==> src/rtl/eth_reset_pkg.sv <==
// Shared types and helpers for the Ethernet reset sequencer.
//   rst_state_t : per-channel sequencing state
//   cnt_w()     : shared counter width, large enough for either delay or width
package eth_reset_pkg;

  typedef enum logic [1:0] {
    IDLE  = 2'd0,
    WAIT  = 2'd1,
    PULSE = 2'd2,
    DONE  = 2'd3
  } rst_state_t;

  function automatic int unsigned cnt_w(input int unsigned timer_w,
                                        input int unsigned width_w);
    return (timer_w > width_w) ? timer_w : width_w;
  endfunction

endpackage

==> src/rtl/eth_reset_chan.sv <==
// One reset-sequencer channel: trigger edge detect, delay/width counter,
// sequencing FSM and status flags.
//   clk, aresetn : clock, async active-low reset
//   i_trig       : trigger, edge = transition into TRIG_LEVEL
//   i_cancel     : abort, returns channel to IDLE
//   i_after      : delay in cycles, latched on an accepted edge
//   i_width      : pulse width in cycles, latched on an accepted edge
//   o_rst_out    : reset pulse (polarity per OUT_ACTIVE_LOW)
//   o_busy       : in WAIT or PULSE
//   o_done       : sticky (ONESHOT) or 1-cycle strobe (re-armable)
//   o_missed     : sticky, edge arrived while the channel could not accept it
module eth_reset_chan
  import eth_reset_pkg::*;
#(
  parameter int unsigned TIMER_W        = 14,
  parameter int unsigned WIDTH_W        = 14,
  parameter bit          TRIG_LEVEL     = 1'b0,
  parameter bit          OUT_ACTIVE_LOW = 1'b0,
  parameter bit          ONESHOT        = 1'b1
) (
  input  logic               clk,
  input  logic               aresetn,
  input  logic               i_trig,
  input  logic               i_cancel,
  input  logic [TIMER_W-1:0] i_after,
  input  logic [WIDTH_W-1:0] i_width,
  output logic               o_rst_out,
  output logic               o_busy,
  output logic               o_done,
  output logic               o_missed
);

  localparam int unsigned CNT_W = cnt_w(TIMER_W, WIDTH_W);

  rst_state_t         r_state, w_state_nxt;
  logic [CNT_W-1:0]   r_cnt, w_cnt_nxt;
  logic [TIMER_W-1:0] r_after, w_after_nxt;
  logic [WIDTH_W-1:0] r_width, w_width_nxt;
  logic               r_fire, w_fire_nxt;
  logic               r_trig_prev;
  logic               r_rst_out, w_rst_out_nxt;
  logic               r_busy, w_busy_nxt;
  logic               r_done, w_done_nxt;
  logic               r_missed, w_missed_nxt;

  logic               w_edge;
  logic               w_armed;
  rst_state_t         w_launch_state, w_pulse_state;
  logic [CNT_W-1:0]   w_launch_cnt, w_pulse_cnt;

  assign w_edge = (i_trig == TRIG_LEVEL) && (r_trig_prev != TRIG_LEVEL);

  // An accepted edge only latches the parameters and raises r_fire; the
  // sequence is launched one cycle later so rst_out lands at k+1+after.
  always_comb begin
    w_state_nxt    = r_state;
    w_cnt_nxt      = r_cnt;
    w_after_nxt    = r_after;
    w_width_nxt    = r_width;
    w_fire_nxt     = 1'b0;
    w_missed_nxt   = r_missed;
    w_pulse_state  = DONE;
    w_pulse_cnt    = '0;
    w_launch_state = DONE;
    w_launch_cnt   = '0;

    // Entry into PULSE, skipped entirely for a zero width
    if (r_width != '0) begin
      w_pulse_state = PULSE;
      w_pulse_cnt   = CNT_W'(r_width);
    end
    // Entry from IDLE, skipping WAIT for a zero delay
    if (r_after != '0) begin
      w_launch_state = WAIT;
      w_launch_cnt   = CNT_W'(r_after);
    end else begin
      w_launch_state = w_pulse_state;
      w_launch_cnt   = w_pulse_cnt;
    end

    w_armed = (r_state == IDLE) || ((r_state == DONE) && !ONESHOT);

    if (i_cancel) begin
      w_state_nxt = IDLE;
      w_cnt_nxt   = '0;
    end else if (r_fire) begin
      w_state_nxt = w_launch_state;
      w_cnt_nxt   = w_launch_cnt;
    end else begin
      if (w_edge) begin
        if (w_armed) begin
          w_after_nxt = i_after;
          w_width_nxt = i_width;
          w_fire_nxt  = 1'b1;
        end else begin
          w_missed_nxt = 1'b1;
        end
      end
      case (r_state)
        WAIT: begin
          if (r_cnt == CNT_W'(1)) begin
            w_state_nxt = w_pulse_state;
            w_cnt_nxt   = w_pulse_cnt;
          end else begin
            w_cnt_nxt = r_cnt - CNT_W'(1);
          end
        end
        PULSE: begin
          if (r_cnt == CNT_W'(1)) begin
            w_state_nxt = DONE;
            w_cnt_nxt   = '0;
          end else begin
            w_cnt_nxt = r_cnt - CNT_W'(1);
          end
        end
        DONE: begin
          if (!ONESHOT) begin
            w_state_nxt = IDLE;
          end
        end
        default: ;
      endcase
    end

    // Outputs track the next state so they change on the same edge as it
    w_busy_nxt    = (w_state_nxt == WAIT) || (w_state_nxt == PULSE);
    w_rst_out_nxt = (w_state_nxt == PULSE) ^ OUT_ACTIVE_LOW;
    w_done_nxt    = ONESHOT ? (r_done || (w_state_nxt == DONE))
                            : (w_state_nxt == DONE);
  end

  // State and output registers
  always_ff @(posedge clk or negedge aresetn) begin
    if (!aresetn) begin
      r_state     <= IDLE;
      r_cnt       <= '0;
      r_after     <= '0;
      r_width     <= '0;
      r_fire      <= 1'b0;
      r_trig_prev <= ~TRIG_LEVEL;
      r_rst_out   <= OUT_ACTIVE_LOW;
      r_busy      <= 1'b0;
      r_done      <= 1'b0;
      r_missed    <= 1'b0;
    end else begin
      r_state     <= w_state_nxt;
      r_cnt       <= w_cnt_nxt;
      r_after     <= w_after_nxt;
      r_width     <= w_width_nxt;
      r_fire      <= w_fire_nxt;
      r_trig_prev <= i_trig;
      r_rst_out   <= w_rst_out_nxt;
      r_busy      <= w_busy_nxt;
      r_done      <= w_done_nxt;
      r_missed    <= w_missed_nxt;
    end
  end

  assign o_rst_out = r_rst_out;
  assign o_busy    = r_busy;
  assign o_done    = r_done;
  assign o_missed  = r_missed;

endmodule

==> src/rtl/eth_reset_sequencer.sv <==
// Multi-channel programmable reset-pulse generator for the Ethernet path.
// Each channel independently delays after a trigger edge, then pulses.
//   clk, aresetn : clock, async active-low reset
//   trig         : per-channel trigger
//   cancel       : per-channel abort
//   reset_after  : per-channel delay, ch i at [i*TIMER_W +: TIMER_W]
//   reset_width  : per-channel pulse width, ch i at [i*WIDTH_W +: WIDTH_W]
//   rst_out      : per-channel reset pulse
//   busy, done, missed : per-channel status
module eth_reset_sequencer #(
  parameter int unsigned NUM_CH         = 3,
  parameter int unsigned TIMER_W        = 14,
  parameter int unsigned WIDTH_W        = 14,
  parameter bit          TRIG_LEVEL     = 1'b0,
  parameter bit          OUT_ACTIVE_LOW = 1'b0,
  parameter bit          ONESHOT        = 1'b1
) (
  input  logic                      clk,
  input  logic                      aresetn,
  input  logic [NUM_CH-1:0]         trig,
  input  logic [NUM_CH-1:0]         cancel,
  input  logic [NUM_CH*TIMER_W-1:0] reset_after,
  input  logic [NUM_CH*WIDTH_W-1:0] reset_width,
  output logic [NUM_CH-1:0]         rst_out,
  output logic [NUM_CH-1:0]         busy,
  output logic [NUM_CH-1:0]         done,
  output logic [NUM_CH-1:0]         missed
);

  for (genvar g = 0; g < NUM_CH; g++) begin : g_ch
    eth_reset_chan #(
      .TIMER_W       (TIMER_W),
      .WIDTH_W       (WIDTH_W),
      .TRIG_LEVEL    (TRIG_LEVEL),
      .OUT_ACTIVE_LOW(OUT_ACTIVE_LOW),
      .ONESHOT       (ONESHOT)
    ) u_chan (
      .clk      (clk),
      .aresetn  (aresetn),
      .i_trig   (trig[g]),
      .i_cancel (cancel[g]),
      .i_after  (reset_after[g*TIMER_W +: TIMER_W]),
      .i_width  (reset_width[g*WIDTH_W +: WIDTH_W]),
      .o_rst_out(rst_out[g]),
      .o_busy   (busy[g]),
      .o_done   (done[g]),
      .o_missed (missed[g])
    );
  end

endmodule

==> config.mk <==
export PLATFORM = sky130hd
export DESIGN_NAME = eth_reset_sequencer
export DESIGN_NICKNAME = d
export VERILOG_FILES = /design/src/rtl/eth_reset_pkg.sv /design/src/rtl/eth_reset_chan.sv /design/src/rtl/eth_reset_sequencer.sv
export SDC_FILE = /design/constraint.sdc
export NUM_CORES = 1
export LEC_CHECK = 0
export CORE_MARGIN = 1
export CORE_UTILIZATION = 61
export DETAILED_ROUTE_END_ITERATION = 6
export PLACE_DENSITY = 0.86
export SLEW_MARGIN = 5
export SYNTH_ARGS = -nofsm -noshare
export SYNTH_HDL_FRONTEND = slang
export SYNTH_SLANG_ARGS = --single-unit
==> constraint.sdc <==
create_clock -name clk -period 6.22 [get_ports clk]
set_input_delay 0.933 -clock clk [delete_from_list [all_inputs] [get_ports clk]]
set_output_delay 0.933 -clock clk [all_outputs]
set_load 0.005 [all_outputs]
After elaboration in Yosys (flattened, before gate mapping)

Cells that the tools add are included.

Eq/ne operators: 18
Multiplexer cells: 54
Bitwise operators: 12
Add/sub/neg operators: 3
Reduce and logical (&&, ||, !) cells: 27

Operators with widths:

| kind                                                  | number |
|---|---|
| 2-to-1 mux 14 bit                                     | 18 |
| one-hot mux 14 bit (2 select lines)                   | 3 |
| nonzero test 14 bit                                   | 6 |
| equality test 14 x 1 -> 1 bit (second input constant) | 3 |
| subtractor 14 x 1 -> 14 bit (second input constant)   | 3 |
| 2-to-1 mux 2 bit                                      | 15 |
| AND reduction 4 bit                                   | 6 |
| equality test 2 bit (second input constant)           | 9 |
| 2-to-1 mux 1 bit                                      | 15 |
| equality test 2 x 1 -> 1 bit (second input constant)  | 6 |
| inverter 1 bit                                        | 12 |
| one-hot mux 2 bit (2 select lines)                    | 3 |
| nonzero test 4 bit                                    | 3 |
| zero test 2 bit                                       | 3 |
| logical OR 1 bit                                      | 6 |
| logical AND 1 bit                                     | 3 |

Flip-flop bits (word level): 150

Longest topological paths before layout

Gate-level depths: netlist (run 1).

Depth after elaboration: 8
Depth in mapped cells: 11
Depth with buffers taken out: 9

By module

A second synthesis (run 1) with hierarchy kept.

Cell total of the unflattened synthesis: 918
Area total of the unflattened synthesis: 8331.7 sq um

By module, submodules not included:

| module                              | sequential area each (sq um) | instances | area each (sq um) | cells each |
|---|---|---|---|---|
| eth_reset_chan (g_ch[0].u_chan ...) | 1252.5                       | 2         | 2783.9            | 306 |
| eth_reset_chan (g_ch[2].u_chan)     | 1252.5                       | 1         | 2763.9            | 306 |

Worst setup path after synthesis (run 1)

OpenSTA, ideal clock, no wires.

Path type: input to register
From: in cancel[1]
To: reg g_ch[1].u_chan.r_cnt[10]
Path slack: 3.830 ns
Arrival: 2.269 ns
Buffers on the path: 2
Stages on the path: 6
Data required time: 6.099 ns
Cells stage by stage: clkbuf_1 > or4_1 > nand2b_1 > buf_2 > a31oi_1 > a22o_1

Word-level cells in the longest chain between the ends: 1

RTL lines:

| element                                                                  | RTL line                  | RTL |
|---|---|---|
| start, declared                                                          | eth_reset_sequencer.sv:21 | `input logic [NUM_CH-1:0] cancel,` |
| nonzero test 4 bit (no line) / 2-to-1 mux 14 bit (equally long branches) | -                         |  |
| end signal, assigned                                                     | eth_reset_chan.sv:147     | `r_cnt <= w_cnt_nxt;` |
| end, declared                                                            | eth_reset_chan.sv:36      | `logic [CNT_W-1:0] r_cnt, w_cnt_nxt;` |

Several ways; a longest one is shown, not always the timed one.
A chain may end at the register's enable or synchronous reset.

Worst setup path in the final report (run 1)

From: reg g_ch[0].u_chan.r_cnt[1]
To: reg g_ch[0].u_chan.r_done

Word-level cells in the longest chain between the ends: 7

RTL lines:

| element                                | RTL line                                     | RTL |
|---|---|---|
| start, declared                        | eth_reset_chan.sv:36                         |  |
| start signal, assigned                 | eth_reset_chan.sv:147                        |  |
| equality test 14 x 1 -> 1 bit (*)      | eth_reset_chan.sv:101, eth_reset_chan.sv:109 |  |
| 2-to-1 mux 2 bit (on tied branches)    | eth_reset_chan.sv:109, eth_reset_chan.sv:101 |  |
| one-hot mux 2 bit (2 select lines) (*) | eth_reset_chan.sv:99                         | `case (r_state)` |
| 2-to-1 mux 2 bit (*)                   | eth_reset_chan.sv:86                         | `end else if (r_fire) begin` |
| 2-to-1 mux 2 bit (*)                   | eth_reset_chan.sv:83                         | `if (i_cancel) begin` |
| via g_ch[0].u_chan.w_state_nxt[0]      | eth_reset_chan.sv:35                         | `rst_state_t r_state, w_state_nxt;` |
| equality test 2 bit (*)                | eth_reset_chan.sv:128                        | `w_done_nxt = ONESHOT ? (r_done \|\| (w_state_nxt == DONE))` |
| logical OR 1 bit (*)                   | eth_reset_chan.sv:128                        |  |
| via g_ch[0].u_chan.w_done_nxt          | eth_reset_chan.sv:43                         | `logic r_done, w_done_nxt;` |
| end signal, assigned                   | eth_reset_chan.sv:154                        | `r_done <= w_done_nxt;` |
| end, declared                          | eth_reset_chan.sv:43                         |  |

The timed path passes the listed nets; every way through them passes the cells marked *.

==> report_table.html, run 1 <==
<table>
<tr><th>Metric</th><th>Value</th></tr>
<tr><th colspan="2">Setup path</th></tr>
<tr><td>R2r startpoint</td><td>g_ch[0].u_chan.r_cnt[1]$_DFFE_PN0P_</td></tr>
<tr><td>Setup crit start</td><td>g_ch[0].u_chan.r_cnt[1]$_DFFE_PN0P_</td></tr>
<tr><td>Delay of the slowest cell on the worst path</td><td>0.75 ns</td></tr>
<tr><td>R2r setup slk</td><td>3.23 ns</td></tr>
<tr><td>Worst R2R End</td><td>g_ch[0].u_chan.o_done$_DFF_PN0_</td></tr>
<tr><td>Critical path capture point type</td><td>register</td></tr>
<tr><td>Most used cell along the critical path</td><td>ha_1</td></tr>
<tr><td>Critical path class</td><td>register to register</td></tr>
<tr><td>Cell type group with the largest total delay on the critical path</td><td>simple AND/OR/NAND/NOR gates</td></tr>
<tr><td>WP data required</td><td>6.53 ns</td></tr>
<tr><td>Buffers plus inverters on the worst setup path</td><td>1</td></tr>
<tr><td>Maximum fanout along the worst path</td><td>19</td></tr>
<tr><td>Sort of element at the start of the critical path</td><td>register</td></tr>
<tr><td>Reg2Reg Depth</td><td>9</td></tr>
<tr><td>Data arrival time of the critical path</td><td>3.30 ns</td></tr>
<tr><td>Slowest-stage cell, CP</td><td>and4_1</td></tr>
<tr><td>Critical Path, Cell by Cell</td><td>inv_1, ha_1, nor4b_4, and4_1, nand2_1, a211o_1, and3_1, ha_1, or2_2</td></tr>
<tr><th colspan="2">Synth</th></tr>
<tr><td>Post-Synthesis Mean Instance Area</td><td>8.88 um^2</td></tr>
<tr><td>Yosys Warn Count</td><td>0</td></tr>
<tr><td>Mapped Nets</td><td>1,051</td></tr>
<tr><td>EDFF count, synth</td><td>0</td></tr>
<tr><td>Area share of the largest cell type after synthesis</td><td>44.1%</td></tr>
<tr><td>Biggest area contributors in the synthesized netlist</td><td>dfrtp_1 44%, nand2_1 13%, ha_1 3.2%</td></tr>
<tr><td>Cells after synthesis</td><td>938</td></tr>
<tr><td>Syn Std Cell Area</td><td>8330 um^2</td></tr>
<tr><td>Top cell type by total area after synthesis</td><td>dfrtp_1</td></tr>
<tr><td>Synthesis-stage register bit count</td><td>150</td></tr>
<tr><td>Fraction of synthesis flops using an asynchronous set or reset pin</td><td>100%</td></tr>
<tr><td>Cell with the most instances after synthesis</td><td>nand2_1</td></tr>
<tr><td>Ranking of synthesized cells by instance count</td><td>292 x nand2_1, 147 x dfrtp_1, 41 x clkbuf_1</td></tr>
<tr><td>Main flop type after synthesis</td><td>dfrtp_1</td></tr>
<tr><td>Sequential fraction of the synthesis area</td><td>45.1%</td></tr>
<tr><td>Count of unique library cells instantiated by Yosys</td><td>77</td></tr>
<tr><th colspan="2">CTS</th></tr>
<tr><td>Post-CTS Setup Repair Bufs</td><td>0</td></tr>
<tr><td>Cts repair resizes</td><td>0</td></tr>
<tr><td>Clock Tree Root</td><td>clkbuf_16</td></tr>
<tr><td>Num Clock Sinks</td><td>150</td></tr>
<tr><td>Clock latency on the worst-skew pair</td><td>0.43 ns</td></tr>
<tr><td>Clock Pin Slew Worst Setup and Hold Paths</td><td>0.06 ns</td></tr>
<tr><td>Maximum clock path buffer count</td><td>2</td></tr>
<tr><td>Count of hold buffers inserted by post-cts repair</td><td>0</td></tr>
<tr><td>Max H-tree Level</td><td>4</td></tr>
<tr><td>Clock tree from TritonCTS</td><td>built</td></tr>
<tr><td>Inserted Clock Buffers</td><td>17</td></tr>
<tr><th colspan="2">Status</th></tr>
<tr><td>Run status</td><td>complete, no violations</td></tr>
<tr><th colspan="2">Placed design</th></tr>
<tr><td>Number of input and output port buffers inserted</td><td>103</td></tr>
<tr><td>Last weighted congestion value of the routability-driven placer</td><td>0.929</td></tr>
<tr><td>Placed wire-length estimate after detailed placement</td><td>13.9 mm</td></tr>
<tr><td>Placement-stage cell area</td><td>9280 um^2</td></tr>
<tr><th colspan="2">Routing</th></tr>
<tr><td>Number of search-and-repair iterations in the first detailed-routing pass</td><td>6</td></tr>
<tr><td>Routed Antenna Nets</td><td>0</td></tr>
<tr><td>Avg WL per Cell</td><td>17.5 um</td></tr>
<tr><td>Sum of routed wire length over all layers</td><td>20.8 mm</td></tr>
<tr><td>Number of vias per cell after detailed routing</td><td>6.15</td></tr>
<tr><td>Number of DRC violations after detailed routing</td><td>0</td></tr>
<tr><td>1st-iter DRT viols</td><td>885</td></tr>
<tr><td>Routed vias</td><td>7,299</td></tr>
<tr><th colspan="2">Job</th></tr>
<tr><td>Number of maximum-capacitance violations</td><td>0</td></tr>
<tr><th colspan="2">Finish</th></tr>
<tr><td>Filler Cell Count</td><td>953</td></tr>
<tr><td>Synth-to-Final Area Change</td><td>17.7%</td></tr>
<tr><td>Antenna diodes</td><td>0</td></tr>
<tr><td>Fraction of layout instances using a drive strength above 1</td><td>7.62%</td></tr>
<tr><td>Layout Cell Area excl Fill</td><td>9810 um^2</td></tr>
<tr><td>Final nets</td><td>1,111</td></tr>
<tr><th colspan="2">GRT</th></tr>
<tr><td>Global Route Usage Sum</td><td>31.8%</td></tr>
<tr><td>Final global-route overflow total</td><td>0</td></tr>
<tr><td>Number of global-route vias before repair</td><td>7,225</td></tr>
<tr><td>Global-route wire length before repair</td><td>35.9 mm</td></tr>
<tr><td>Maximum number of pins on one net before global-route repair</td><td>96</td></tr>
<tr><td>Number of antenna violations at the first check in global routing</td><td>0</td></tr>
<tr><th colspan="2">STA</th></tr>
<tr><td>Fin crit share</td><td>48.0%</td></tr>
<tr><td>Maximum clock frequency</td><td>335 MHz</td></tr>
<tr><td>Worst-Margin Slew</td><td>1.09 ns</td></tr>
<tr><td>Minimum clock period after layout</td><td>2.99 ns</td></tr>
<tr><td>Unrepaired setup endpoints after global routing</td><td>false</td></tr>
<tr><td>Setup TNS</td><td>0 ns</td></tr>
<tr><td>Pins over their slew limit</td><td>0</td></tr>
<tr><td>Layout Skew</td><td>0.00994 ns</td></tr>
<tr><td>Headroom to the max-slew limit</td><td>26.9%</td></tr>
<tr><td>Count of final setup violators</td><td>0</td></tr>
<tr><td>Final hold violation count</td><td>0</td></tr>
<tr><th colspan="2">Power</th></tr>
<tr><td>Areal power density over the cells</td><td>384 nW/um^2</td></tr>
<tr><td>Final total power</td><td>3.77 mW</td></tr>
<tr><td>Leakage power summed over all cells</td><td>4.42 nW</td></tr>
<tr><td>Worst voltage drop across the vdd grid</td><td>244 uV</td></tr>
<tr><th colspan="2">Die</th></tr>
<tr><td>Die width</td><td>119 um</td></tr>
<tr><td>Number of standard-cell rows in the floorplan</td><td>42</td></tr>
<tr><td>Placeable core region</td><td>13,300 um^2</td></tr>
<tr><td>I/O pin cnt</td><td>104</td></tr>
<tr><td>Floorplan die area</td><td>14,100 um^2</td></tr>
<tr><td>Die H</td><td>119 um</td></tr>
<tr><td>Starting density of the core</td><td>62.7%</td></tr>
<tr><th colspan="2">Worst hold path</th></tr>
<tr><td>Hold Startpoint</td><td>g_ch[2].u_chan.o_done$_DFF_PN0_</td></tr>
<tr><td>Instance count along the most critical hold path</td><td>1</td></tr>
<tr><td>Destination of the worst hold path</td><td>g_ch[2].u_chan.o_done$_DFF_PN0_</td></tr>
<tr><td>Type of the worst min-delay path</td><td>register to register</td></tr>
</table>
-- per-stage QoR --
stage | std cells | worst slack [ns] | util, % | hold slack, ns
global placement | 1155 | 2.98 | 69.8 | 0.447
CTS | 1187 | 3.26 | 73.8 | 0.468
finish | 1187 | 3.23 | 73.8 | 0.462
floorplan | 938 | 3.83 | - | 0.429
global route | 1187 | 3.08 | 73.8 | 0.484
detailed placement | 1155 | 2.88 | 69.8 | 0.453
-- final cells by class --
class                      count  area [um^2]  share of cell area, %
inverter                      31          116                   1.19
sequential                   150         3760                   38.3
timing repair buffer         111         1090                   11.1
multi-input combinational    687         4100                   41.7
clock inverter                11         78.8                  0.803
tap                          176          220                   2.24
clock buffer                  21          450                   4.59
-- metal layers --
layer	share of wire, %	GRT usage (%)
met3	7.0	6.47
met2	46	49.0
met1	45	45.4
met4	1.8	10.0
met5	0	0
-- placed cells by master (no fill, tap or decap), types with 4 or more instances in the layout --
| cell type | n |
|---|---|
| nor4_1 | 24 |
| o21ai_0 | 11 |
| a31oi_1 | 15 |
| a311oi_1 | 10 |
| nand3b_1 | 7 |
| a21o_1 | 7 |
| nand2_1 | 292 |
| nor4_2 | 9 |
| a21oi_1 | 21 |
| o211ai_1 | 4 |
| a211oi_1 | 32 |
| xnor2_1 | 12 |
| dfrtp_1 | 147 |
| inv_1 | 29 |
| nor2_1 | 35 |
| nand3_1 | 11 |
| a221oi_1 | 4 |
| ha_1 | 21 |
| nand4_1 | 7 |
| and4_1 | 5 |
| nor3b_1 | 13 |
| nor3_1 | 10 |
| a211o_1 | 10 |
| nand2b_1 | 14 |
| o31ai_1 | 20 |
| xor2_1 | 6 |
| a32o_1 | 6 |
| clkinvlp_4 | 8 |
| buf_4 | 8 |
| clkbuf_16 | 17 |
| or2_2 | 7 |
| clkdlybuf4s50_1 | 102 |
-- power by group --
group          switching, mW  internal, mW
clock network          0.413         0.519
registers              0.319          1.22
logic                  0.686         0.609
total                   1.42          2.35
-- flip-flops by register name, indices dropped and copies added (netlist names) --
| name | cells |
|---|---|
| g_ch.u_chan.o_busy | 3 |
| g_ch.u_chan.o_done | 3 |
| g_ch.u_chan.o_missed | 3 |
| g_ch.u_chan.o_rst_out | 3 |
| g_ch.u_chan.r_after | 42 |
| g_ch.u_chan.r_cnt | 42 |
| g_ch.u_chan.r_fire | 3 |
| g_ch.u_chan.r_state | 6 |
| g_ch.u_chan.r_trig_prev | 3 |
| g_ch.u_chan.r_width | 42 |
-- worst max-delay path by stage --
stage | end | slack, ns | cells after the start
3_5_place_dp | g_ch[1].u_chan.r_after[10]$_DFFE_PN0P_ | 2.88 | 6
4_1_cts | g_ch[0].u_chan.o_done$_DFF_PN0_ | 3.26 | 9
3_3_place_gp | g_ch[0].u_chan.r_width[9]$_DFFE_PN0P_ | 2.98 | 6
6_report | g_ch[0].u_chan.o_done$_DFF_PN0_ | 3.23 | 9
5_1_grt | g_ch[0].u_chan.r_after[5]$_DFFE_PN0P_ | 3.08 | 7
2_1_floorplan | g_ch[1].u_chan.r_cnt[10]$_DFFE_PN0P_ | 3.83 | 6
-- logic make-up (layout without fill, tap and decap cells) --
kind of cell             Yosys count  after routing  share of synthesized area [%]
AND/OR/NAND/NOR                  465            465                           27.4
AO/OA/AOI/OAI                    179            179                           16.2
flip-flops                       150            150                           45.1
buffers and inverters            101            174                           5.75
adder cells (fa/ha/maj)           21             21                           3.15
XOR/XNOR                          18             18                           1.89
multiplexers                       4              4                          0.511
Power figures use the tool's default switching activity.
==> run 2, diff against run 1 <==
CORE_UTILIZATION = 51   (was 61)
PLACE_DENSITY = 0.76   (was 0.86)
clock period = 2.4 ns   (was 6.22 ns; I/O delays follow)
==> run 2 against run 1 <==
Clock skew is 0.0020 ns lower. Global-route usage decreased by 4.5 points. Via count grew 1.2%. Cell area increased by 6.5%. Count of clock-buffer cells in the layout decreased by 2. Clock power rose to 3.1 times the previous value. Critical path depth unchanged. Final cell count grew 7.7%. Register-to-register slack got worse by 3.1 ns. Routed wire length is 5.2% higher. Combinational power grew to 2.9 times the previous value.
==> report_table.html, run 2 (synthesis results as in run 1) <==
<table>
<tr><th>Metric</th><th>Value</th></tr>
<tr><th colspan="2">Setup path</th></tr>
<tr><td>Slowest-stage cell, CP</td><td>or4b_4 (was and4_1)</td></tr>
<tr><td>Data arrival time of the critical path</td><td>2.60 ns (was 3.30 ns)</td></tr>
<tr><td>Critical Path, Cell by Cell</td><td>inv_2, ha_4, nor3b_4, and4_4, a21boi_2, or4b_4, and3_4, ha_2, or2_4 (was inv_1, ha_1, nor4b_4, and4_1, nand2_1, a211o_1, and3_1, ha_1, or2_2)</td></tr>
<tr><td>Critical path class</td><td>register to register (unchanged)</td></tr>
<tr><td>Critical path capture point type</td><td>register (unchanged)</td></tr>
<tr><td>WP data required</td><td>2.71 ns (was 6.53 ns)</td></tr>
<tr><td>Maximum fanout along the worst path</td><td>2 (was 19)</td></tr>
<tr><td>Sort of element at the start of the critical path</td><td>register (unchanged)</td></tr>
<tr><td>Delay of the slowest cell on the worst path</td><td>0.53 ns (was 0.75 ns)</td></tr>
<tr><th colspan="2">Placed design</th></tr>
<tr><td>Number of input and output port buffers inserted</td><td>103 (unchanged)</td></tr>
<tr><td>Pre-CTS worst setup slack</td><td>-0.0284 ns (was 2.88 ns)</td></tr>
<tr><td>Placed wire-length estimate after detailed placement</td><td>15.6 mm (was 13.9 mm)</td></tr>
<tr><td>Last weighted congestion value of the routability-driven placer</td><td>0.908 (was 0.929)</td></tr>
<tr><td>Inst Count DP</td><td>1,245 (was 1,155)</td></tr>
<tr><td>Placement-stage cell area</td><td>9750 um^2 (was 9280 um^2)</td></tr>
<tr><th colspan="2">STA</th></tr>
<tr><td>Headroom to the max-slew limit</td><td>55.4% (was 26.9%)</td></tr>
<tr><td>Maximum clock frequency</td><td>436 MHz (was 335 MHz)</td></tr>
<tr><td>Worst-Margin Slew</td><td>0.667 ns (was 1.09 ns)</td></tr>
<tr><td>Pins over their slew limit</td><td>0 (unchanged)</td></tr>
<tr><td>Minimum clock period after layout</td><td>2.29 ns (was 2.99 ns)</td></tr>
<tr><td>Count of final setup violators</td><td>0 (unchanged)</td></tr>
<tr><td>Fin crit share</td><td>95.5% (was 48.0%)</td></tr>
<tr><td>Hold Slack</td><td>0.375 ns (was 0.462 ns)</td></tr>
<tr><td>Final hold violation count</td><td>0 (unchanged)</td></tr>
<tr><td>Layout Skew</td><td>0.00792 ns (was 0.00994 ns)</td></tr>
<tr><td>Final WS setup</td><td>0.109 ns (was 3.23 ns)</td></tr>
<tr><th colspan="2">Finish</th></tr>
<tr><td>Synth-to-Final Area Change</td><td>25.4% (was 17.7%)</td></tr>
<tr><td>Final standard cell count with taps included and fillers excluded</td><td>1,278 (was 1,187)</td></tr>
<tr><td>Antenna diodes</td><td>0 (unchanged)</td></tr>
<tr><td>Most frequent cells in the layout</td><td>292 x nand2_1, 147 x dfrtp_1, 102 x clkdlybuf4s50_1 (unchanged)</td></tr>
<tr><td>Final core utilization</td><td>65.6% (was 73.8%)</td></tr>
<tr><td>Most common cell after layout, fill and taps aside</td><td>nand2_1 (unchanged)</td></tr>
<tr><td>Largest registers in the final layout</td><td>g_ch.u_chan.r_after x42, g_ch.u_chan.r_cnt x42, g_ch.u_chan.r_width x42 (unchanged)</td></tr>
<tr><td>Fraction of layout instances using a drive strength above 1</td><td>13.1% (was 7.62%)</td></tr>
<tr><td>Final nets</td><td>1,162 (was 1,111)</td></tr>
<tr><td>Layout Cell Area excl Fill</td><td>10,500 um^2 (was 9810 um^2)</td></tr>
<tr><td>Filler Cell Count</td><td>1,304 (was 953)</td></tr>
<tr><th colspan="2">Status</th></tr>
<tr><td>Run status</td><td>complete, no violations (unchanged)</td></tr>
<tr><th colspan="2">GRT</th></tr>
<tr><td>Global Route Usage Sum</td><td>27.3% (was 31.8%)</td></tr>
<tr><td>Final global-route overflow total</td><td>0 (unchanged)</td></tr>
<tr><td>Number of global-route vias before repair</td><td>6,954 (was 7,225)</td></tr>
<tr><td>Global-route wire length before repair</td><td>35.6 mm (was 35.9 mm)</td></tr>
<tr><td>Maximum number of pins on one net before global-route repair</td><td>51 (was 96)</td></tr>
<tr><td>Number of antenna violations at the first check in global routing</td><td>0 (unchanged)</td></tr>
<tr><th colspan="2">CTS</th></tr>
<tr><td>Max H-tree Level</td><td>4 (unchanged)</td></tr>
<tr><td>Clock Pin Slew Worst Setup and Hold Paths</td><td>0.06 ns (about the same)</td></tr>
<tr><td>Inserted Clock Buffers</td><td>17 (unchanged)</td></tr>
<tr><td>Clock Tree Root</td><td>clkbuf_16 (unchanged)</td></tr>
<tr><td>Maximum clock path buffer count</td><td>2 (unchanged)</td></tr>
<tr><td>Num Clock Sinks</td><td>150 (unchanged)</td></tr>
<tr><td>Post-CTS Setup Repair Bufs</td><td>0 (unchanged)</td></tr>
<tr><td>Clock tree from TritonCTS</td><td>built (unchanged)</td></tr>
<tr><td>Clock latency on the worst-skew pair</td><td>0.43 ns (about the same)</td></tr>
<tr><th colspan="2">Routing</th></tr>
<tr><td>Avg WL per Cell</td><td>17.1 um (was 17.5 um)</td></tr>
<tr><td>Sum of routed wire length over all layers</td><td>21.9 mm (was 20.8 mm)</td></tr>
<tr><td>Routed Antenna Nets</td><td>0 (unchanged)</td></tr>
<tr><td>Number of vias per cell after detailed routing</td><td>5.78 (was 6.15)</td></tr>
<tr><td>1st-iter DRT viols</td><td>631 (was 885)</td></tr>
<tr><td>Number of DRC violations after detailed routing</td><td>0 (unchanged)</td></tr>
<tr><td>Number of search-and-repair iterations in the first detailed-routing pass</td><td>5 (was 6)</td></tr>
<tr><td>Routed vias</td><td>7,387 (was 7,299)</td></tr>
<tr><th colspan="2">Die</th></tr>
<tr><td>I/O pin cnt</td><td>104 (unchanged)</td></tr>
<tr><td>Starting density of the core</td><td>52.3% (was 62.7%)</td></tr>
<tr><td>Floorplan die area</td><td>16,900 um^2 (was 14,100 um^2)</td></tr>
<tr><td>Die H</td><td>130 um (was 119 um)</td></tr>
<tr><td>Number of standard-cell rows in the floorplan</td><td>46 (was 42)</td></tr>
<tr><td>Die width</td><td>130 um (was 119 um)</td></tr>
<tr><td>Placeable core region</td><td>15,900 um^2 (was 13,300 um^2)</td></tr>
<tr><th colspan="2">Power</th></tr>
<tr><td>Areal power density over the cells</td><td>1020 nW/um^2 (was 384 nW/um^2)</td></tr>
<tr><td>Worst voltage drop across the vdd grid</td><td>655 uV (was 244 uV)</td></tr>
<tr><td>Leakage power summed over all cells</td><td>4.77 nW (was 4.42 nW)</td></tr>
<tr><th colspan="2">Worst hold path</th></tr>
<tr><td>Type of the worst min-delay path</td><td>input port to register (was register to register)</td></tr>
<tr><th colspan="2">Job</th></tr>
<tr><td>Number of maximum-capacitance violations</td><td>0 (unchanged)</td></tr>
</table>
## run 2: worst max-delay path: cells and delay by family, from the launching register on
family	cells	cell delay (ns)
AND/OR/NAND/NOR	5	1.37
flip-flops	1	0.39
adder cells (fa/ha/maj)	2	0.29
buffers and inverters	1	0.08
AO/OA/AOI/OAI	1	0.06
## run 2: power by group
part	switching [mW]	leakage (nW)	internal (mW)
Clock	1.08	0.310	1.78
Combinational	1.92	2.54	1.90
Sequential	0.795	1.92	3.16
## run 2: cell type report
cell class / instances / area (um^2) / share of cell area (%)
Timing Repair Buffer: 162 / 1520 / 14.5
Sequential cell: 150 / 3760 / 35.9
Multi-Input combinational cell: 687 / 4160 / 39.8
Clock buffer: 19 / 443 / 4.24
Inverter: 31 / 116 / 1.11
Clock inverter: 13 / 193 / 1.84
Tap cell: 216 / 270 / 2.59
## run 2: repair_timing
action / CTS / global route
hold buffers: 1 / 0
endpoints found under the setup margin: 1 / 2
pin swaps: 1 / 3
hold endpoints to repair: 46 / 0
resized for setup: 1 / 14
## run 2: final timing paths
kind,from,end,slack [ns],depth (start not counted)
worst min-delay path,trig[2],g_ch[2].u_chan.r_trig_prev$_DFF_PN1_,0.37,1
worst max register to register,g_ch[2].u_chan.r_cnt[1]$_DFFE_PN0P_,g_ch[2].u_chan.o_done$_DFF_PN0_,0.11,9
max in group asynchronous,aresetn,g_ch[2].u_chan.r_trig_prev$_DFF_PN1_,1.21,3
worst min register to register,g_ch[0].u_chan.o_done$_DFF_PN0_,g_ch[0].u_chan.o_done$_DFF_PN0_,0.46,1
min in group asynchronous,aresetn,g_ch[0].u_chan.o_rst_out$_DFF_PN0_,0.45,2
worst max-delay path,g_ch[2].u_chan.r_cnt[1]$_DFFE_PN0P_,g_ch[2].u_chan.o_done$_DFF_PN0_,0.11,9
## run 2: per-layer routing
layer  part of all wire, %  global-route usage (%)  vias up
met2                    47                    43.4      298
li1                      -                       -     3525
met4                   1.7                    8.69        0
met1                    45                    37.1     3535
met3                   6.8                    6.23       29
met5                     0                       0        -
## run 2: per-stage QoR
| stage | power (mW) | TNS [ns] |
|---|---|---|
| floorplan | 6.49 | 0 |
| global placement | 7.56 | 0 |
| detailed placement | 7.65 | -0.0284 |
| CTS | 10.6 | 0 |
| global route | 11.3 | -0.00354 |
| finish | 10.6 | 0 |
==> run 3, diff against run 2 <==
ABC_AREA = 1   (was unset)
CORE_UTILIZATION = 26   (was 51)
CTS_BUF_LIST = sky130_fd_sc_hd__clkbuf_8 sky130_fd_sc_hd__clkbuf_16   (was unset)
PLACE_DENSITY = 0.44   (was 0.76)
==> run 3 against run 2 <==
Clock power shrank 9.1%. Global-route usage is 11 points lower. Clock skew increased by 0.0038 ns. Synthesized cell count is 31% higher. Sequential power rose by 2%. Sequential share of layout area fell by 0.95 points. Register-to-register slack gained 0.22 ns.
==> report_table.html, run 3 <==
<table>
<tr><th>Metric</th><th>Value</th></tr>
<tr><th colspan="2">Setup path</th></tr>
<tr><td>Critical path class</td><td>register to register (unchanged)</td></tr>
<tr><td>Data arrival time of the critical path</td><td>2.45 ns (was 2.60 ns)</td></tr>
<tr><td>Critical path capture point type</td><td>register (unchanged)</td></tr>
<tr><td>Cell type group with the largest total delay on the critical path</td><td>simple AND/OR/NAND/NOR gates (unchanged)</td></tr>
<tr><td>R2r startpoint</td><td>g_ch[1].u_chan.r_cnt[1]$_DFFE_PN0P_ (was g_ch[2].u_chan.r_cnt[1]$_DFFE_PN0P_)</td></tr>
<tr><td>Sort of element at the start of the critical path</td><td>register (unchanged)</td></tr>
<tr><td>Maximum fanout along the worst path</td><td>13 (was 2)</td></tr>
<tr><td>Slowest-stage cell, CP</td><td>dfrtp_1 (was or4b_4)</td></tr>
<tr><td>Buffers plus inverters on the worst setup path</td><td>2 (was 1)</td></tr>
<tr><td>R2r setup slk</td><td>0.33 ns (was 0.11 ns)</td></tr>
<tr><td>Worst R2R End</td><td>g_ch[1].u_chan.o_busy$_DFF_PN0_ (was g_ch[2].u_chan.o_done$_DFF_PN0_)</td></tr>
<tr><td>WP data required</td><td>2.78 ns (was 2.71 ns)</td></tr>
<tr><td>Reg2Reg Depth</td><td>10 (was 9)</td></tr>
<tr><td>Delay of the slowest cell on the worst path</td><td>0.37 ns (was 0.53 ns)</td></tr>
<tr><td>Critical Path, Cell by Cell</td><td>inv_1, ha_1, nand3_1, nor2_1, nand2_2, o21ai_1, a21oi_1, nor2_1, ha_1, inv_1 (was inv_2, ha_4, nor3b_4, and4_4, a21boi_2, or4b_4, and3_4, ha_2, or2_4)</td></tr>
<tr><th colspan="2">Synth</th></tr>
<tr><td>EDFF count, synth</td><td>0 (unchanged)</td></tr>
<tr><td>Synthesis-stage register bit count</td><td>150 (unchanged)</td></tr>
<tr><td>Count of unique library cells instantiated by Yosys</td><td>34 (was 77)</td></tr>
<tr><td>Area share of the largest cell type after synthesis</td><td>42.2% (was 44.1%)</td></tr>
<tr><td>Ranking of synthesized cells by instance count</td><td>459 x nand2_1, 147 x dfrtp_1, 143 x nor2_1 (was 292 x nand2_1, 147 x dfrtp_1, 41 x clkbuf_1)</td></tr>
<tr><td>Mapped Nets</td><td>1,346 (was 1,051)</td></tr>
<tr><td>Syn Std Cell Area</td><td>8730 um^2 (was 8330 um^2)</td></tr>
<tr><td>Main flop type after synthesis</td><td>dfrtp_1 (unchanged)</td></tr>
<tr><td>Biggest area contributors in the synthesized netlist</td><td>dfrtp_1 42%, nand2_1 20%, nand3_1 7.4% (was dfrtp_1 44%, nand2_1 13%, ha_1 3.2%)</td></tr>
<tr><td>Cells after synthesis</td><td>1,233 (was 938)</td></tr>
<tr><td>Fraction of synthesis flops using an asynchronous set or reset pin</td><td>100% (unchanged)</td></tr>
<tr><td>Top cell type by total area after synthesis</td><td>dfrtp_1 (unchanged)</td></tr>
<tr><td>Sequential fraction of the synthesis area</td><td>43.1% (was 45.1%)</td></tr>
<tr><td>Post-Synthesis Mean Instance Area</td><td>7.08 um^2 (was 8.88 um^2)</td></tr>
<tr><td>Cell with the most instances after synthesis</td><td>nand2_1 (unchanged)</td></tr>
<tr><td>Yosys Warn Count</td><td>0 (unchanged)</td></tr>
<tr><th colspan="2">Finish</th></tr>
<tr><td>Layout Cell Area excl Fill</td><td>10,700 um^2 (was 10,500 um^2)</td></tr>
<tr><td>Most common cell after layout, fill and taps aside</td><td>nand2_1 (unchanged)</td></tr>
<tr><td>Final nets</td><td>1,436 (was 1,162)</td></tr>
<tr><td>Synth-to-Final Area Change</td><td>23.0% (was 25.4%)</td></tr>
<tr><td>Most frequent cells in the layout</td><td>459 x nand2_1, 147 x dfrtp_1, 143 x nor2_1 (was 292 x nand2_1, 147 x dfrtp_1, 102 x clkdlybuf4s50_1)</td></tr>
<tr><td>Largest registers in the final layout</td><td>g_ch.u_chan.r_after x42, g_ch.u_chan.r_cnt x42, g_ch.u_chan.r_width x42 (unchanged)</td></tr>
<tr><td>Fraction of layout instances using a drive strength above 1</td><td>8.38% (was 13.1%)</td></tr>
<tr><td>Antenna diodes</td><td>0 (unchanged)</td></tr>
<tr><th colspan="2">Die</th></tr>
<tr><td>Die H</td><td>185 um (was 130 um)</td></tr>
<tr><td>Floorplan die area</td><td>34,300 um^2 (was 16,900 um^2)</td></tr>
<tr><td>Die width</td><td>185 um (was 130 um)</td></tr>
<tr><td>I/O pin cnt</td><td>104 (unchanged)</td></tr>
<tr><td>Number of standard-cell rows in the floorplan</td><td>66 (was 46)</td></tr>
<tr><td>Starting density of the core</td><td>26.6% (was 52.3%)</td></tr>
<tr><td>Placeable core region</td><td>32,800 um^2 (was 15,900 um^2)</td></tr>
<tr><th colspan="2">STA</th></tr>
<tr><td>Unrepaired setup endpoints after global routing</td><td>false</td></tr>
<tr><td>Final hold violation count</td><td>0 (unchanged)</td></tr>
<tr><td>Layout Skew</td><td>0.0118 ns (was 0.00792 ns)</td></tr>
<tr><td>Pins over their slew limit</td><td>0 (unchanged)</td></tr>
<tr><td>Headroom to the max-slew limit</td><td>64.3% (was 55.4%)</td></tr>
<tr><td>Setup TNS</td><td>0 ns (unchanged)</td></tr>
<tr><td>Maximum clock frequency</td><td>483 MHz (was 436 MHz)</td></tr>
<tr><td>Minimum clock period after layout</td><td>2.07 ns (was 2.29 ns)</td></tr>
<tr><td>Worst-Margin Slew</td><td>0.535 ns (was 0.667 ns)</td></tr>
<tr><td>Fin crit share</td><td>86.3% (was 95.5%)</td></tr>
<tr><td>Count of final setup violators</td><td>0 (unchanged)</td></tr>
<tr><th colspan="2">GRT</th></tr>
<tr><td>Final global-route overflow total</td><td>0 (unchanged)</td></tr>
<tr><td>Global-route wire length before repair</td><td>42.4 mm (was 35.6 mm)</td></tr>
<tr><td>Global Route Usage Sum</td><td>15.9% (was 27.3%)</td></tr>
<tr><td>Number of global-route vias before repair</td><td>8,015 (was 6,954)</td></tr>
<tr><td>Number of antenna violations at the first check in global routing</td><td>0 (unchanged)</td></tr>
<tr><td>Maximum number of pins on one net before global-route repair</td><td>61 (was 51)</td></tr>
<tr><th colspan="2">Worst hold path</th></tr>
<tr><td>Hold Startpoint</td><td>trig[2] (unchanged)</td></tr>
<tr><td>Instance count along the most critical hold path</td><td>1 (unchanged)</td></tr>
<tr><td>Type of the worst min-delay path</td><td>input port to register (unchanged)</td></tr>
<tr><td>Destination of the worst hold path</td><td>g_ch[2].u_chan.r_trig_prev$_DFF_PN1_ (unchanged)</td></tr>
<tr><th colspan="2">Routing</th></tr>
<tr><td>Avg WL per Cell</td><td>14.2 um (was 17.1 um)</td></tr>
<tr><td>1st-iter DRT viols</td><td>446 (was 631)</td></tr>
<tr><td>Routed Antenna Nets</td><td>0 (unchanged)</td></tr>
<tr><td>Routed vias</td><td>7,854 (was 7,387)</td></tr>
<tr><td>Sum of routed wire length over all layers</td><td>25.3 mm (was 21.9 mm)</td></tr>
<tr><td>Number of DRC violations after detailed routing</td><td>0 (unchanged)</td></tr>
<tr><td>Number of search-and-repair iterations in the first detailed-routing pass</td><td>5 (unchanged)</td></tr>
<tr><td>Number of vias per cell after detailed routing</td><td>4.42 (was 5.78)</td></tr>
<tr><th colspan="2">Placed design</th></tr>
<tr><td>Placement-stage cell area</td><td>10,200 um^2 (was 9750 um^2)</td></tr>
<tr><td>Number of input and output port buffers inserted</td><td>103 (unchanged)</td></tr>
<tr><td>Placed wire-length estimate after detailed placement</td><td>18.8 mm (was 15.6 mm)</td></tr>
<tr><td>Last weighted congestion value of the routability-driven placer</td><td>0.846 (was 0.908)</td></tr>
<tr><th colspan="2">CTS</th></tr>
<tr><td>Clock Pin Slew Worst Setup and Hold Paths</td><td>0.07 ns (was 0.06 ns)</td></tr>
<tr><td>Num Clock Sinks</td><td>150 (unchanged)</td></tr>
<tr><td>Clock latency on the worst-skew pair</td><td>0.44 ns (was 0.43 ns)</td></tr>
<tr><td>Max H-tree Level</td><td>4 (unchanged)</td></tr>
<tr><td>Maximum clock path buffer count</td><td>2 (unchanged)</td></tr>
<tr><td>Post-CTS Setup Repair Bufs</td><td>0 (unchanged)</td></tr>
<tr><td>Cts repair resizes</td><td>0 (was 1)</td></tr>
<tr><td>Inserted Clock Buffers</td><td>17 (unchanged)</td></tr>
<tr><td>Clock Tree Root</td><td>clkbuf_16 (unchanged)</td></tr>
<tr><td>Clock tree from TritonCTS</td><td>built (unchanged)</td></tr>
<tr><th colspan="2">Status</th></tr>
<tr><td>Run status</td><td>complete, no violations (unchanged)</td></tr>
<tr><th colspan="2">Power</th></tr>
<tr><td>Leakage power summed over all cells</td><td>5.21 nW (was 4.77 nW)</td></tr>
<tr><td>Areal power density over the cells</td><td>1040 nW/um^2 (was 1020 nW/um^2)</td></tr>
<tr><td>Worst voltage drop across the vdd grid</td><td>473 uV (was 655 uV)</td></tr>
<tr><th colspan="2">Job</th></tr>
<tr><td>Number of maximum-capacitance violations</td><td>0 (unchanged)</td></tr>
</table>
## run 3: how the worst max path moves through the flow
stage	start	endpoint	slack, ns	cells after the start
4_1_cts	g_ch[1].u_chan.r_cnt[10]$_DFFE_PN0P_	g_ch[1].u_chan.o_done$_DFF_PN0_	0.31	12
3_5_place_dp	g_ch[2].u_chan.r_cnt[1]$_DFFE_PN0P_	g_ch[2].u_chan.o_busy$_DFF_PN0_	0.33	10
3_3_place_gp	g_ch[2].u_chan.r_cnt[1]$_DFFE_PN0P_	g_ch[2].u_chan.o_busy$_DFF_PN0_	0.29	10
5_1_grt	g_ch[1].u_chan.r_cnt[1]$_DFFE_PN0P_	g_ch[1].u_chan.o_busy$_DFF_PN0_	0.12	10
2_1_floorplan	g_ch[2].u_chan.r_cnt[1]$_DFFE_PN0P_	g_ch[2].u_chan.o_busy$_DFF_PN0_	0.63	11
6_report	g_ch[1].u_chan.r_cnt[1]$_DFFE_PN0P_	g_ch[1].u_chan.o_busy$_DFF_PN0_	0.33	10
## run 3: layout make-up
cell class              count  area [um^2]
fillers                  3620        22000
repair buffers            120         1200
clock inverters            14          116
multi-input cells         938         4310
well taps                 442          553
clock buffers              18          439
inverters                  96          360
flip-flops and latches    150         3760
## run 3: worst reg2reg max path: stages, from the launching register on
cell	delay (ns)
dfrtp_1	0.37
inv_1	0.11
ha_1	0.21
nand3_1	0.09
nor2_1	0.15
nand2_2	0.24
o21ai_1	0.19
a21oi_1	0.08
nor2_1	0.24
ha_1	0.29
inv_1	0.05
## run 3: metal layers
metal / track usage [%] / part of all wire (%)
met1: 22.1 / 50
met2: 25.4 / 45
met3: 2.69 / 3.1
met4: 4.10 / 1.1
met5: 0 / 0
## run 3: report_power, final
group	leakage [nW]	switching [mW]	internal [mW]
registers	1.91	0.766	3.25
logic	3.04	2.75	1.75
clock network	0.263	1.23	1.38
total	5.21	4.75	6.38
## run 3: timing repair
action | in CTS | in global routing
hold buffers | 1 | 0
endpoints found under the setup margin | 0 | 0
endpoints found under the hold margin | 41 | 0
## run 3: stage by stage
step	std cells	worst slack [ns]	hold slack [ns]	power [mW]	util (%)
after detailed placement	1745	0.328	0.330	8.59	31.0
after global placement	1745	0.288	0.328	8.56	31.0
after CTS	1778	0.312	0.335	11.3	32.7
after global routing	1778	0.125	0.341	12.2	32.7
after floorplan	1233	0.626	0.0644	7.28	-
final	1778	0.328	0.353	11.1	32.7
## run 3: logic make-up (layout without fill, tap and decap cells)
| family | count (synthesis) | count (layout) | share of synthesized area (%) |
|---|---|---|---|
| DFF | 150 | 150 | 43.1 |
| AOI/OAI and AO/OA | 126 | 126 | 7.59 |
| xor gates and xnor gates | 9 | 9 | 0.903 |
| buffers and inverters | 145 | 248 | 7.56 |
| adders and majority gates | 21 | 21 | 3.01 |
| and+or+nand+nor | 782 | 782 | 37.9 |
